### src/rtl/defines.sv
// ---------------------------------------------------------------------------
// defines -- shared types and helpers for the pipeline hazard control unit.
//
// Contents:
//   hazard_state_e : FSM state encoding (IDLE, MD_BUSY, MD_RETIRE)
//   REG_ADDR_W     : architectural register address width
//   reg_match()    : true when a used source register matches a destination
// ---------------------------------------------------------------------------
package defines;

    localparam int REG_ADDR_W = 5;

    typedef enum logic [1:0] {
        IDLE      = 2'd0,
        MD_BUSY   = 2'd1,
        MD_RETIRE = 2'd2
    } hazard_state_e;

    function automatic logic reg_match(
        input logic                  uses,
        input logic [REG_ADDR_W-1:0] src,
        input logic [REG_ADDR_W-1:0] dst
    );
        return uses && (src == dst);
    endfunction

endpackage

### src/rtl/sat_counter.sv
// ---------------------------------------------------------------------------
// sat_counter -- W-bit event counter that sticks at its all-ones maximum.
//
// Ports:
//   clk   : clock, count updates on rising edge
//   rst_n : asynchronous active-low reset, clears the count
//   inc   : count this cycle
//   count : current count value
// ---------------------------------------------------------------------------
module sat_counter #(
    parameter int W = 16
) (
    input  logic         clk,
    input  logic         rst_n,
    input  logic         inc,
    output logic [W-1:0] count
);

    // NOTE: sequential state uses non-blocking assignments so every flop
    // samples pre-edge values regardless of block ordering.
    always_ff @(posedge clk or negedge rst_n) begin
        if (!rst_n) begin
            count <= '0;
        end else if (inc && (count != {W{1'b1}})) begin
            count <= count + W'(1);
        end
    end

endmodule

### src/rtl/hazard_ctrl_unit.sv
// ---------------------------------------------------------------------------
// hazard_ctrl_unit -- pipeline hazard controller: load-use stalls, branch
// flushes and issue/stall sequencing for a multi-cycle mul/div unit, plus
// saturating stall and flush performance counters.
//
// Ports:
//   clk, rst_n                     : clock, async active-low reset
//   id_rs1_addr/id_rs2_addr        : ID-stage source registers
//   id_uses_rs1/id_uses_rs2        : ID instruction reads rs1 / rs2
//   id_is_muldiv                   : ID instruction is a multi-cycle M op
//   ex_mem_read, ex_rd_addr        : EX instruction is a load, its rd
//   ex_branch_taken                : EX redirects the PC
//   md_done                        : multi-cycle unit finished (pulse)
//   pc_write_en, if_id_write_en    : front-end advance enables
//   if_id_flush, id_ex_flush       : bubble insertion
//   md_start                       : multi-cycle unit launch (pulse)
//   stall_cnt, flush_cnt           : saturating event counters
// ---------------------------------------------------------------------------
module hazard_ctrl_unit
    import defines::*;
#(
    parameter int CNT_W = 16
) (
    input  logic             clk,
    input  logic             rst_n,
    input  logic [4:0]       id_rs1_addr,
    input  logic [4:0]       id_rs2_addr,
    input  logic             id_uses_rs1,
    input  logic             id_uses_rs2,
    input  logic             id_is_muldiv,
    input  logic             ex_mem_read,
    input  logic [4:0]       ex_rd_addr,
    input  logic             ex_branch_taken,
    input  logic             md_done,
    output logic             pc_write_en,
    output logic             if_id_write_en,
    output logic             if_id_flush,
    output logic             id_ex_flush,
    output logic             md_start,
    output logic [CNT_W-1:0] stall_cnt,
    output logic [CNT_W-1:0] flush_cnt
);

    hazard_state_e state, state_next;
    logic          load_use;

    // x0 is hardwired zero, so a load "to" x0 never creates a dependency.
    assign load_use = ex_mem_read && (ex_rd_addr != '0) &&
                      (reg_match(id_uses_rs1, id_rs1_addr, ex_rd_addr) ||
                       reg_match(id_uses_rs2, id_rs2_addr, ex_rd_addr));

    // NOTE: every output gets a default before the case so no path through
    // the block leaves a signal unassigned, which would infer a latch.
    always_comb begin
        pc_write_en    = 1'b1;
        if_id_write_en = 1'b1;
        if_id_flush    = 1'b0;
        id_ex_flush    = 1'b0;
        md_start       = 1'b0;
        state_next     = state;

        // While reset is held the outputs stay at their run defaults even
        // though the inputs may be showing arbitrary pipeline contents.
        if (rst_n) begin
            unique case (state)
                IDLE: begin
                    // Redirect wins: the instructions in IF/ID are wrong-path.
                    if (ex_branch_taken) begin
                        if_id_flush = 1'b1;
                        id_ex_flush = 1'b1;
                    end else if (load_use) begin
                        pc_write_en    = 1'b0;
                        if_id_write_en = 1'b0;
                        id_ex_flush    = 1'b1;
                    end else if (id_is_muldiv) begin
                        md_start       = 1'b1;
                        pc_write_en    = 1'b0;
                        if_id_write_en = 1'b0;
                        id_ex_flush    = 1'b1;
                        state_next     = MD_BUSY;
                    end
                end
                MD_BUSY: begin
                    // EX only holds bubbles here, so a branch cannot resolve.
                    pc_write_en    = 1'b0;
                    if_id_write_en = 1'b0;
                    id_ex_flush    = 1'b1;
                    if (md_done) begin
                        state_next = MD_RETIRE;
                    end
                end
                MD_RETIRE: begin
                    // The mul/div already wrote its result; it must not also
                    // flow into EX, so it is replaced by a bubble as it leaves.
                    id_ex_flush = 1'b1;
                    state_next  = IDLE;
                end
                default: begin
                    state_next = IDLE;
                end
            endcase
        end
    end

    // NOTE: only control state is reset; the asynchronous reset abandons any
    // in-flight mul/div because the FSM simply returns to IDLE.
    always_ff @(posedge clk or negedge rst_n) begin
        if (!rst_n) begin
            state <= IDLE;
        end else begin
            state <= state_next;
        end
    end

    sat_counter #(.W(CNT_W)) u_stall_cnt (
        .clk   (clk),
        .rst_n (rst_n),
        .inc   (!pc_write_en),
        .count (stall_cnt)
    );

    sat_counter #(.W(CNT_W)) u_flush_cnt (
        .clk   (clk),
        .rst_n (rst_n),
        .inc   (if_id_flush),
        .count (flush_cnt)
    );

endmodule

### config.mk
export PLATFORM = sky130hd
export DESIGN_NAME = hazard_ctrl_unit
export DESIGN_NICKNAME = d
export VERILOG_FILES = /design/src/rtl/defines.sv /design/src/rtl/sat_counter.sv /design/src/rtl/hazard_ctrl_unit.sv
export SDC_FILE = /design/constraint.sdc
export NUM_CORES = 1
export LEC_CHECK = 0
export ABC_AREA = 1
export ABC_CLOCK_PERIOD_IN_PS = 2910
export BUFFER_PORTS_ARGS = -buffer_cell sky130_fd_sc_hd__buf_2
export CORE_ASPECT_RATIO = 1.2
export CORE_MARGIN = 2
export CORE_UTILIZATION = 30
export CTS_CLUSTER_DIAMETER = 80
export DETAILED_ROUTE_END_ITERATION = 6
export GPL_ROUTABILITY_DRIVEN = 0
export PLACE_DENSITY = 0.61
export SLEW_MARGIN = 0
export SYNTH_ARGS = -nofsm -noshare
export SYNTH_HDL_FRONTEND = slang
export SYNTH_SLANG_ARGS = --single-unit
### constraint.sdc
create_clock -name clk -period 2.91 [get_ports clk]
set_input_delay 0.1455 -clock clk [delete_from_list [all_inputs] [get_ports clk]]
set_output_delay 0.1455 -clock clk [all_outputs]
set_load 0.02 [all_outputs]
==> impl_metrics.env, run 1 <==
export IMPL_outcome="complete, no violations"
export IMPL_netlist_area_leader_share=0.348
export IMPL_critPathRequiredTime_ns=2.76
export IMPL_rsz0062_at_grt="no"
export IMPL_setup_viol=0
export IMPL_timing_critical_path_buf_inv=2
export IMPL_initial_core_util=0.305
export IMPL_critPathLaunchType="flip-flop"
export IMPL_drv_cap=0
export IMPL_clkLatencyLatePin_ns=0.28
export IMPL_clk_pin_slew_ns=0.06
export IMPL_syn_area_sq_mm=0.00245
export IMPL_fp_row_count=36
export IMPL_clockBufferDepth=2
export IMPL_wl_per_cell_microns=11.7
export IMPL_crit_end="if_id_write_en"
export IMPL_core_area_sq_mm=0.00802
export IMPL_synth_async_sr_flop_share=1.00
export IMPL_ioPinCount=60
export IMPL_drive_gt1_frac=0.242
export IMPL_cp_depth=7
export IMPL_synth_top_cells_by_count="nand2_1, inv_1, dfrtp_1, nor2_1, nand4_1"
export IMPL_r2r_cells=8
export IMPL_final_area_sq_mm=0.00289
export IMPL_grt_ovfl_total=0
export IMPL_dp_cells=483
export IMPL_grt_pass1_wl_mm=9.84
export IMPL_die_area_sq_mm=0.00890
export IMPL_cts_setup_buffers=0
export IMPL_skew_ns=0.0102
export IMPL_period_needed_ns=2.08
export IMPL_cts_root_buf="clkbuf_8"
export IMPL_arrival_ns=1.94
export IMPL_avgSynthCellArea_sq_um=7.31
export IMPL_wl_mm=5.77
export IMPL_slew_headroom=0.678
export IMPL_fp_dieW_microns=86.5
export IMPL_synthDistinctLibCells=29
export IMPL_dr_total_vias=2259
export IMPL_criticalPathCategory="reg -> out"
export IMPL_setup_worst_path_start="state[0]$_DFFE_PN0P_"
export IMPL_drt_iter0_markers=68
export IMPL_crit_path_max_incr_delay_ns=0.41
export IMPL_synthCells=335
export IMPL_vdd_drop_max_mv=0.276
export IMPL_reg2reg_slack_ns=1.04
export IMPL_worst_path_max_delay_cell="dfrtp_1"
export IMPL_grt_pass1_vias=2179
export IMPL_grt_max_degree=36
export IMPL_antenna_found_initial=0
export IMPL_yosys_warnings=0
export IMPL_drcViolationCount=0
export IMPL_critPathTopFamily="simple AND/OR/NAND/NOR gates"
export IMPL_p_total_mw=1.71
export IMPL_cts_tree="yes"
export IMPL_diodes=0
export IMPL_synthTopCellsByArea="dfrtp_1, nand2_1, xor2_1"
export IMPL_finalHoldViolations=0
export IMPL_fin_nets=426
export IMPL_drt_vias_per_instance=4.59
export IMPL_post_route_period_util=0.716
export IMPL_htreeDepth=2
export IMPL_p_leak_nw=1.57
export IMPL_ant_nets=0
export IMPL_final_max_slew_violation_count=0
export IMPL_yosys_most_used_dff="dfrtp_1"
export IMPL_crit_chain="inv_1, ha_1, nand2_1, nand2_1, nor2_2, nand2_1, buf_2"
export IMPL_track_usage=0.136
export IMPL_syn_num_nets=365
export IMPL_syn_to_final_growth_pct=17.9
export IMPL_reg2reg_from="state[0]$_DFFE_PN0P_"
export IMPL_rr_endpoint="u_stall_cnt.count[14]$_DFFE_PN0P_"
export IMPL_max_freq_ghz=0.480
export IMPL_cts_buffers=5
export IMPL_p_per_area_mw_per_mm2=593
export IMPL_synth_seq_cells=34
export IMPL_synth_edf_count=0
export IMPL_firstDrtPassIters=4
export IMPL_ctsResizeCount=0
export IMPL_hold_class="in -> reg"
export IMPL_n_fill_cell=894
export IMPL_worstPathMaxFanout=10
export IMPL_critPathCaptureType="primary output"
export IMPL_crit_top_cell="nand2_1"
export IMPL_clock_sinks=34
export IMPL_dieHeight_microns=103
export IMPL_port_buffers=59
export IMPL_synth_most_common_cell="nand2_1"
export IMPL_seq_area_frac_synth=0.348
export IMPL_placed_area_sq_mm=0.00278
export IMPL_tightest_slew_ns=0.482
export IMPL_setup_tns_ns=0
export IMPL_post_dp_hpwl_mm=4.45
export IMPL_fin_cells=492
export IMPL_yosysTopAreaCell="dfrtp_1"
-- cell families (layout without fill, tap and decap cells) --
kind of cell / after synthesis / count (layout) / synth area share
AND/OR/NAND/NOR: 208 / 208 / 0.405
buffers and inverters: 54 / 116 / 0.109
flip-flops: 34 / 34 / 0.348
XOR/XNOR: 23 / 23 / 0.0823
AO/OA/AOI/OAI: 9 / 9 / 0.0194
adder cells (fa/ha/maj): 7 / 7 / 0.0358
-- cells in the final DEF (no fill, tap or decap), drive strengths merged, types with 2 or more instances in the layout --
cell	instances
nand3b	2
dfrtp	34
nor3	13
clkbuf	7
nand2	115
xnor2	7
nand3	23
nor2	31
o21ai	8
inv	46
nand4	24
xor2	16
ha	7
buf	61
-- what timing repair did --
action	CTS	global route
endpoints found under the hold margin	34	0
setup endpoints to repair	0	0
hold buffers	1	0
-- stage by stage --
step	hold WS (ns)	setup slack, ns	utilization
after floorplan	-0.150	1.05	-
after global placement	0.249	1.13	0.347
after detailed placement	0.258	1.03	0.347
after CTS	0.296	0.802	0.360
after global routing	0.321	0.611	0.360
final	0.301	0.827	0.360
-- final cells by class --
cell class	instances	area, sq um	area share
Clock buffer	7	86.3	0.0299
Multi-Input combinational cell	247	1330	0.461
Timing Repair Buffer	62	320	0.111
Tap cell	95	119	0.0412
Inverter	46	175	0.0607
Sequential cell	34	851	0.295
Clock inverter	1	5.00	0.00173
-- where the power goes --
group | switching [mW] | internal [mW] | total, mW
clock network | 0.168 | 0.191 | 0.359
logic | 0.462 | 0.229 | 0.691
registers | 0.103 | 0.557 | 0.659
-- registers in the layout (all words and copies together) (netlist names) --
signal and flops:
u_flush_cnt.count 16, u_stall_cnt.count 16, state 2
-- per-layer routing --
layer,GRT usage,part of all wire,up-vias
met3,0.0240,0.034,4
met1,0.173,0.45,1028
li1,-,-,1184
met2,0.243,0.51,43
met4,0.0288,0.0049,0
met5,0,0,-
-- worst min-delay path, cell delays in order --
cell and delay (ns):
buf_2 0.10, inv_1 0.06, a211oi_1 0.10, nand3_1 0.08, nand2_1 0.05
-- how the worst min path moves through the flow --
stage / start / to / slack, ns / depth (start not counted)
5_1_grt: md_done / state[1]$_DFFE_PN0P_ / 0.32 / 5
2_1_floorplan: rst_n / state[0]$_DFFE_PN0P_ / -0.15 / 0
3_3_place_gp: rst_n / u_stall_cnt.count[1]$_DFFE_PN0P_ / 0.25 / 2
3_5_place_dp: rst_n / u_stall_cnt.count[12]$_DFFE_PN0P_ / 0.26 / 2
4_1_cts: md_done / state[0]$_DFFE_PN0P_ / 0.30 / 5
6_report: md_done / state[1]$_DFFE_PN0P_ / 0.30 / 5
(Power assumes the default switching activity.)
==> run 2: changes to the inputs <==
--- a/config.mk
+++ b/config.mk
@@ -5,8 +5,8 @@
 export SDC_FILE = /design/constraint.sdc
 export NUM_CORES = 1
 export LEC_CHECK = 0
-export ABC_AREA = 1
-export ABC_CLOCK_PERIOD_IN_PS = 2910
+export ABC_AREA = 0
+export ABC_CLOCK_PERIOD_IN_PS = 2000
 export BUFFER_PORTS_ARGS = -buffer_cell sky130_fd_sc_hd__buf_2
 export CORE_ASPECT_RATIO = 1.2
 export CORE_MARGIN = 2
@@ -14,7 +14,7 @@
 export CTS_CLUSTER_DIAMETER = 80
 export DETAILED_ROUTE_END_ITERATION = 6
 export GPL_ROUTABILITY_DRIVEN = 0
-export PLACE_DENSITY = 0.61
+export PLACE_DENSITY = 0.63
 export SLEW_MARGIN = 0
 export SYNTH_ARGS = -nofsm -noshare
 export SYNTH_HDL_FRONTEND = slang
==> constraint.sdc (replaced) <==
create_clock -name clk -period 2 [get_ports clk]
set_input_delay 0.1 -clock clk [delete_from_list [all_inputs] [get_ports clk]]
set_output_delay 0.1 -clock clk [all_outputs]
set_load 0.02 [all_outputs]
==> run 2 against run 1 <==
  * Sequential share of layout area up 5.4 points
  * Non-clock buffer count increased by 8
  * Wire length shrank 30%
  * Via count shrank 34%
  * Setup slack worse by 0.74 ns
  * Synthesized cell count shrank 48%
  * First-iteration DRC count increased by 8.8%
  * Worst hold slack got worse by 0.039 ns
  * Highest routed layer unchanged
  * Flip-flop and latch count unchanged
  * Final area is 16% lower
==> impl_metrics.env, run 2 <==
export IMPL_firstDrtPassIters=4
export IMPL_outcome="complete, no violations"
export IMPL_core_area_sq_mm=0.00601
export IMPL_synth_most_common_cell="dfrtp_1"
export IMPL_critPathRequiredTime_ns=2.17
export IMPL_clockBufferDepth=2
export IMPL_avgSynthCellArea_sq_um=10.7
export IMPL_drt_vias_per_instance=4.54
export IMPL_clock_sinks=34
export IMPL_seq_area_frac_synth=0.458
export IMPL_synth_top_cells_by_count="dfrtp_1, xnor2_1, nand2_1, nand4_1, xor2_1"
export IMPL_dieHeight_microns=90.2
export IMPL_place_ws_ns=0.0861
export IMPL_tightest_slew_ns=0.360
export IMPL_syn_to_final_growth_pct=31.0
export IMPL_drv_cap=0
export IMPL_post_dp_hpwl_mm=3.12
export IMPL_ioPinCount=60
export IMPL_synth_async_sr_flop_share=1.00
export IMPL_netlist_area_leader_share=0.458
export IMPL_slew_headroom=0.760
export IMPL_drcViolationCount=0
export IMPL_dr_total_vias=1484
export IMPL_setup_tns_ns=0
export IMPL_cts_setup_buffers=0
export IMPL_grt_ovfl_total=0
export IMPL_grt_pass1_wl_mm=6.99
export IMPL_yosysTopAreaCell="dfrtp_1"
export IMPL_ant_nets=0
export IMPL_top_regs="u_flush_cnt.count x16, u_stall_cnt.count x16, state x2"
export IMPL_initial_core_util=0.309
export IMPL_criticalPathCategory="reg -> reg"
export IMPL_post_route_period_util=0.955
export IMPL_synthTopCellsByArea="dfrtp_1, xnor2_1, xor2_1"
export IMPL_wl_per_cell_microns=12.4
export IMPL_skew_ns=0.00619
export IMPL_worstPathMaxFanout=16
export IMPL_p_per_area_mw_per_mm2=1010
export IMPL_diodes=0
export IMPL_syn_area_sq_mm=0.00186
export IMPL_grt_pass1_vias=1551
export IMPL_rsz0062_at_grt="no"
export IMPL_clkLatencyLatePin_ns=0.28
export IMPL_die_area_sq_mm=0.00685
export IMPL_synth_edf_count=0
export IMPL_drt_iter0_markers=74
export IMPL_antenna_found_initial=0
export IMPL_p_leak_nw=1.19
export IMPL_setup_ws_ns=0.0901
export IMPL_wl_mm=4.05
export IMPL_yosys_warnings=0
export IMPL_critPathLaunchType="flip-flop"
export IMPL_track_usage=0.131
export IMPL_setup_viol=0
export IMPL_finalHoldViolations=0
export IMPL_vdd_drop_max_mv=0.648
export IMPL_final_max_slew_violation_count=0
export IMPL_synth_seq_cells=34
export IMPL_cts_buffers=5
export IMPL_syn_num_nets=203
export IMPL_hold_class="in -> async"
export IMPL_cts_tree="yes"
export IMPL_final_cell_mix="buf_2, dfrtp_1, xnor2_1"
export IMPL_cts_root_buf="clkbuf_8"
export IMPL_grt_max_degree=31
export IMPL_yosys_most_used_dff="dfrtp_1"
export IMPL_max_freq_ghz=0.524
export IMPL_synthCells=173
export IMPL_clk_pin_slew_ns=0.07
export IMPL_synthDistinctLibCells=34
export IMPL_period_needed_ns=1.91
export IMPL_fp_dieW_microns=75.9
export IMPL_htreeDepth=2
export IMPL_p_total_mw=2.47
export IMPL_fin_nets=274
export IMPL_port_buffers=59
export IMPL_drive_gt1_frac=0.384
export IMPL_fp_row_count=31
export IMPL_layout_commonest_cell="buf_2"
export IMPL_critPathCaptureType="flip-flop"
export IMPL_arrival_ns=2.08
[run 2: repair_timing]
| item | in CTS | in global routing |
|---|---|---|
| resized for setup | 0 | 4 |
| hold endpoints to repair | 5 | 0 |
| hold buffers | 1 | 0 |
| endpoints found under the setup margin | 0 | 3 |
[run 2: cells by family (layout without fill, tap and decap cells)]
kind of cell / after synthesis / after routing / synth area share
multiplexers: 2 / 2 / 0.0121
flip-flops: 34 / 34 / 0.458
AO/OA/AOI/OAI: 13 / 13 / 0.0552
AND/OR/NAND/NOR: 69 / 69 / 0.219
XOR/XNOR: 39 / 39 / 0.184
buffers and inverters: 9 / 81 / 0.0249
adder cells (fa/ha/maj): 7 / 7 / 0.0471
[run 2: final timing paths]
kind / startpoint / to / slack [ns] / cells after the start
worst max-delay path: u_stall_cnt.count[4]$_DFFE_PN0P_ / u_stall_cnt.count[1]$_DFFE_PN0P_ / 0.09 / 6
worst min-delay path: rst_n / u_stall_cnt.count[1]$_DFFE_PN0P_ / 0.26 / 2
worst max register to register: u_stall_cnt.count[4]$_DFFE_PN0P_ / u_stall_cnt.count[1]$_DFFE_PN0P_ / 0.09 / 6
worst min register to register: u_flush_cnt.count[9]$_DFFE_PN0P_ / u_flush_cnt.count[9]$_DFFE_PN0P_ / 0.48 / 1
max in group asynchronous: rst_n / u_stall_cnt.count[6]$_DFFE_PN0P_ / 1.31 / 3
min in group clk: id_is_muldiv / u_stall_cnt.count[0]$_DFFE_PN0P_ / 0.35 / 3
[run 2: per-stage QoR]
stage,cells,util,cell area [sq um],hold slack (ns)
after detailed placement,318,0.383,2300,-0.0304
final,327,0.405,2440,0.262
after CTS,327,0.403,2420,0.208
after floorplan,173,-,1870,-0.196
after global routing,327,0.405,2440,0.274
after global placement,318,0.383,2300,-0.0294
[run 2: power breakdown]
group / total [mW] / switching (mW) / leakage, nW / internal [mW]
sequential: 0.910 / 0.109 / 0.457 / 0.801
clock: 0.618 / 0.251 / 0.0579 / 0.367
combinational: 0.944 / 0.557 / 0.671 / 0.387
total: 2.47 / 0.918 / 1.19 / 1.55
[run 2: per-layer routing]
metal / GRT usage / part of all wire
met5: 0 / 0
met4: 0.0570 / 0.024
met3: 0.0392 / 0.052
met2: 0.205 / 0.50
met1: 0.162 / 0.42
[run 2: cell type report]
type	count	area (sq um)
flip-flops and latches	34	851
multi-input cells	130	970
clock inverters	3	40.0
fillers	596	3580
well taps	82	103
clock buffers	5	68.8
inverters	3	11.3
repair buffers	70	393
[run 2: worst max-delay path: stages (launching register included)]
cell,delay (ns)
dfrtp_1,0.40
and3_1,0.21
and3_4,0.20
and4_4,0.21
a21oi_2,0.14
o31a_4,0.28
mux2_2,0.35
==> run 3: changes to the inputs <==
--- a/config.mk
+++ b/config.mk
@@ -15,6 +15,7 @@
 export DETAILED_ROUTE_END_ITERATION = 6
 export GPL_ROUTABILITY_DRIVEN = 0
 export PLACE_DENSITY = 0.63
+export RECOVER_POWER = 50
 export SLEW_MARGIN = 0
 export SYNTH_ARGS = -nofsm -noshare
 export SYNTH_HDL_FRONTEND = slang
==> run 3 against run 2 <==
  * Cell count unchanged
  * Flip-flop and latch count unchanged
  * Clock power about the same
  * Wire length down 0.42%
  * Die area unchanged
  * Via count up 0.20%
  * Non-clock buffer count unchanged
  * Combinational power down 1%
  * Sequential power about the same
  * Largest power group unchanged
==> impl_metrics.env, run 3 (synthesis results as in run 2) <==
export IMPL_top_regs="u_flush_cnt.count x16, u_stall_cnt.count x16, state x2"
export IMPL_antenna_found_initial=0
export IMPL_crit_chain="and3_1, and3_4, and4_4, a21oi_2, o31a_4, mux2_2"
export IMPL_final_area_sq_mm=0.00241
export IMPL_cts_root_buf="clkbuf_8"
export IMPL_placed_area_sq_mm=0.00230
export IMPL_ant_nets=0
export IMPL_arrival_ns=2.08
export IMPL_drive_gt1_frac=0.310
export IMPL_final_max_slew_violation_count=0
export IMPL_wl_per_cell_microns=12.3
export IMPL_skew_ns=0.00630
export IMPL_setup_ws_ns=0.0902
export IMPL_slew_headroom=0.759
export IMPL_fp_dieW_microns=75.9
export IMPL_grt_pass1_wl_mm=6.99
export IMPL_grt_pass1_vias=1551
export IMPL_crit_path_max_incr_delay_ns=0.40
export IMPL_clock_sinks=34
export IMPL_outcome="complete, no violations"
export IMPL_port_buffers=59
export IMPL_vdd_drop_max_mv=0.634
export IMPL_drcViolationCount=0
export IMPL_dr_total_vias=1487
export IMPL_criticalPathCategory="reg -> reg"
export IMPL_die_area_sq_mm=0.00685
export IMPL_final_util=0.401
export IMPL_diodes=0
export IMPL_period_needed_ns=1.91
export IMPL_drv_cap=0
export IMPL_worst_path_max_delay_cell="dfrtp_1"
export IMPL_tightest_slew_ns=0.361
export IMPL_layout_commonest_cell="buf_2"
export IMPL_clkLatencyLatePin_ns=0.28
export IMPL_critPathTopFamily="simple AND/OR/NAND/NOR gates"
export IMPL_fin_cells=327
export IMPL_wl_mm=4.04
export IMPL_htreeDepth=2
export IMPL_p_leak_nw=1.11
export IMPL_core_area_sq_mm=0.00601
export IMPL_fin_nets=274
export IMPL_clk_pin_slew_ns=0.07
export IMPL_rsz0062_at_grt="no"
export IMPL_worstPathMaxFanout=16
export IMPL_clockBufferDepth=2
export IMPL_dp_cells=318
export IMPL_setup_viol=0
export IMPL_syn_to_final_growth_pct=29.8
export IMPL_finalHoldViolations=0
export IMPL_reg2reg_slack_ns=0.09
export IMPL_dieHeight_microns=90.2
export IMPL_drt_vias_per_instance=4.55
export IMPL_firstDrtPassIters=4
export IMPL_critPathRequiredTime_ns=2.17
export IMPL_max_freq_ghz=0.524
export IMPL_hold_class="in -> async"
export IMPL_grt_ovfl_total=0
export IMPL_grt_max_degree=31
export IMPL_place_ws_ns=0.0861
export IMPL_post_route_period_util=0.955
export IMPL_setup_tns_ns=0
export IMPL_drt_iter0_markers=66
export IMPL_p_per_area_mw_per_mm2=1020
export IMPL_ioPinCount=60
export IMPL_n_fill_cell=605
export IMPL_critPathLaunchType="flip-flop"
export IMPL_fp_row_count=31
export IMPL_initial_core_util=0.309
export IMPL_track_usage=0.131
export IMPL_cts_setup_buffers=0
export IMPL_cts_tree="yes"
export IMPL_final_cell_mix="buf_2, dfrtp_1, xnor2_1"
export IMPL_cts_buffers=5
export IMPL_critPathCaptureType="flip-flop"
export IMPL_timing_critical_path_buf_inv=0
export IMPL_post_dp_hpwl_mm=3.12
## run 3: power breakdown
group	total (mW)	internal (mW)	switching (mW)
Clock	0.618	0.367	0.252
Combinational	0.930	0.373	0.557
Sequential	0.912	0.801	0.111
Total	2.46	1.54	0.920
## run 3: final cells by class
type | instances | area [sq um] | area share
Multi-Input combinational cell | 130 | 970 | 0.402
Sequential cell | 34 | 851 | 0.353
Timing Repair Buffer | 70 | 370 | 0.153
Tap cell | 82 | 103 | 0.0425
Clock buffer | 5 | 68.8 | 0.0285
Clock inverter | 3 | 40.0 | 0.0166
Inverter | 3 | 11.3 | 0.00467
## run 3: metrics by stage
stage                     hold slack [ns]  total power, mW
final                               0.262             2.46
after global routing                0.274             2.63
after CTS                           0.208             2.50
after detailed placement          -0.0304             1.86
after global placement            -0.0294             1.84
after floorplan                    -0.196             1.53
## run 3: per-layer routing
metal,share of wire,global-route usage,vias up
li1,-,-,745
met1,0.42,0.162,696
met2,0.50,0.205,37
met3,0.056,0.0392,9
met4,0.024,0.0570,0
met5,0,0,-
## run 3: what timing repair did
item,CTS,global route
hold buffers,1,0
gates resized for setup,0,4
setup endpoints to repair,0,3
hold endpoints to repair,5,0
## run 3: worst register-to-register path, stage by stage (launching register included)
cell	delay (ns)
dfrtp_1	0.40
and3_1	0.21
and3_4	0.20
and4_4	0.21
a21oi_2	0.14
o31a_4	0.28
mux2_2	0.35
## run 3: path summary, 6_finish.rpt
kind	start	cells past startpoint	to
worst max-delay path	u_stall_cnt.count[4]$_DFFE_PN0P_	6	u_stall_cnt.count[1]$_DFFE_PN0P_
worst min-delay path	rst_n	2	u_stall_cnt.count[1]$_DFFE_PN0P_
worst max register to register	u_stall_cnt.count[4]$_DFFE_PN0P_	6	u_stall_cnt.count[1]$_DFFE_PN0P_
min in group clk	id_is_muldiv	3	u_stall_cnt.count[0]$_DFFE_PN0P_
max in group asynchronous	rst_n	3	u_stall_cnt.count[6]$_DFFE_PN0P_
worst min register to register	u_flush_cnt.count[9]$_DFFE_PN0P_	1	u_flush_cnt.count[9]$_DFFE_PN0P_
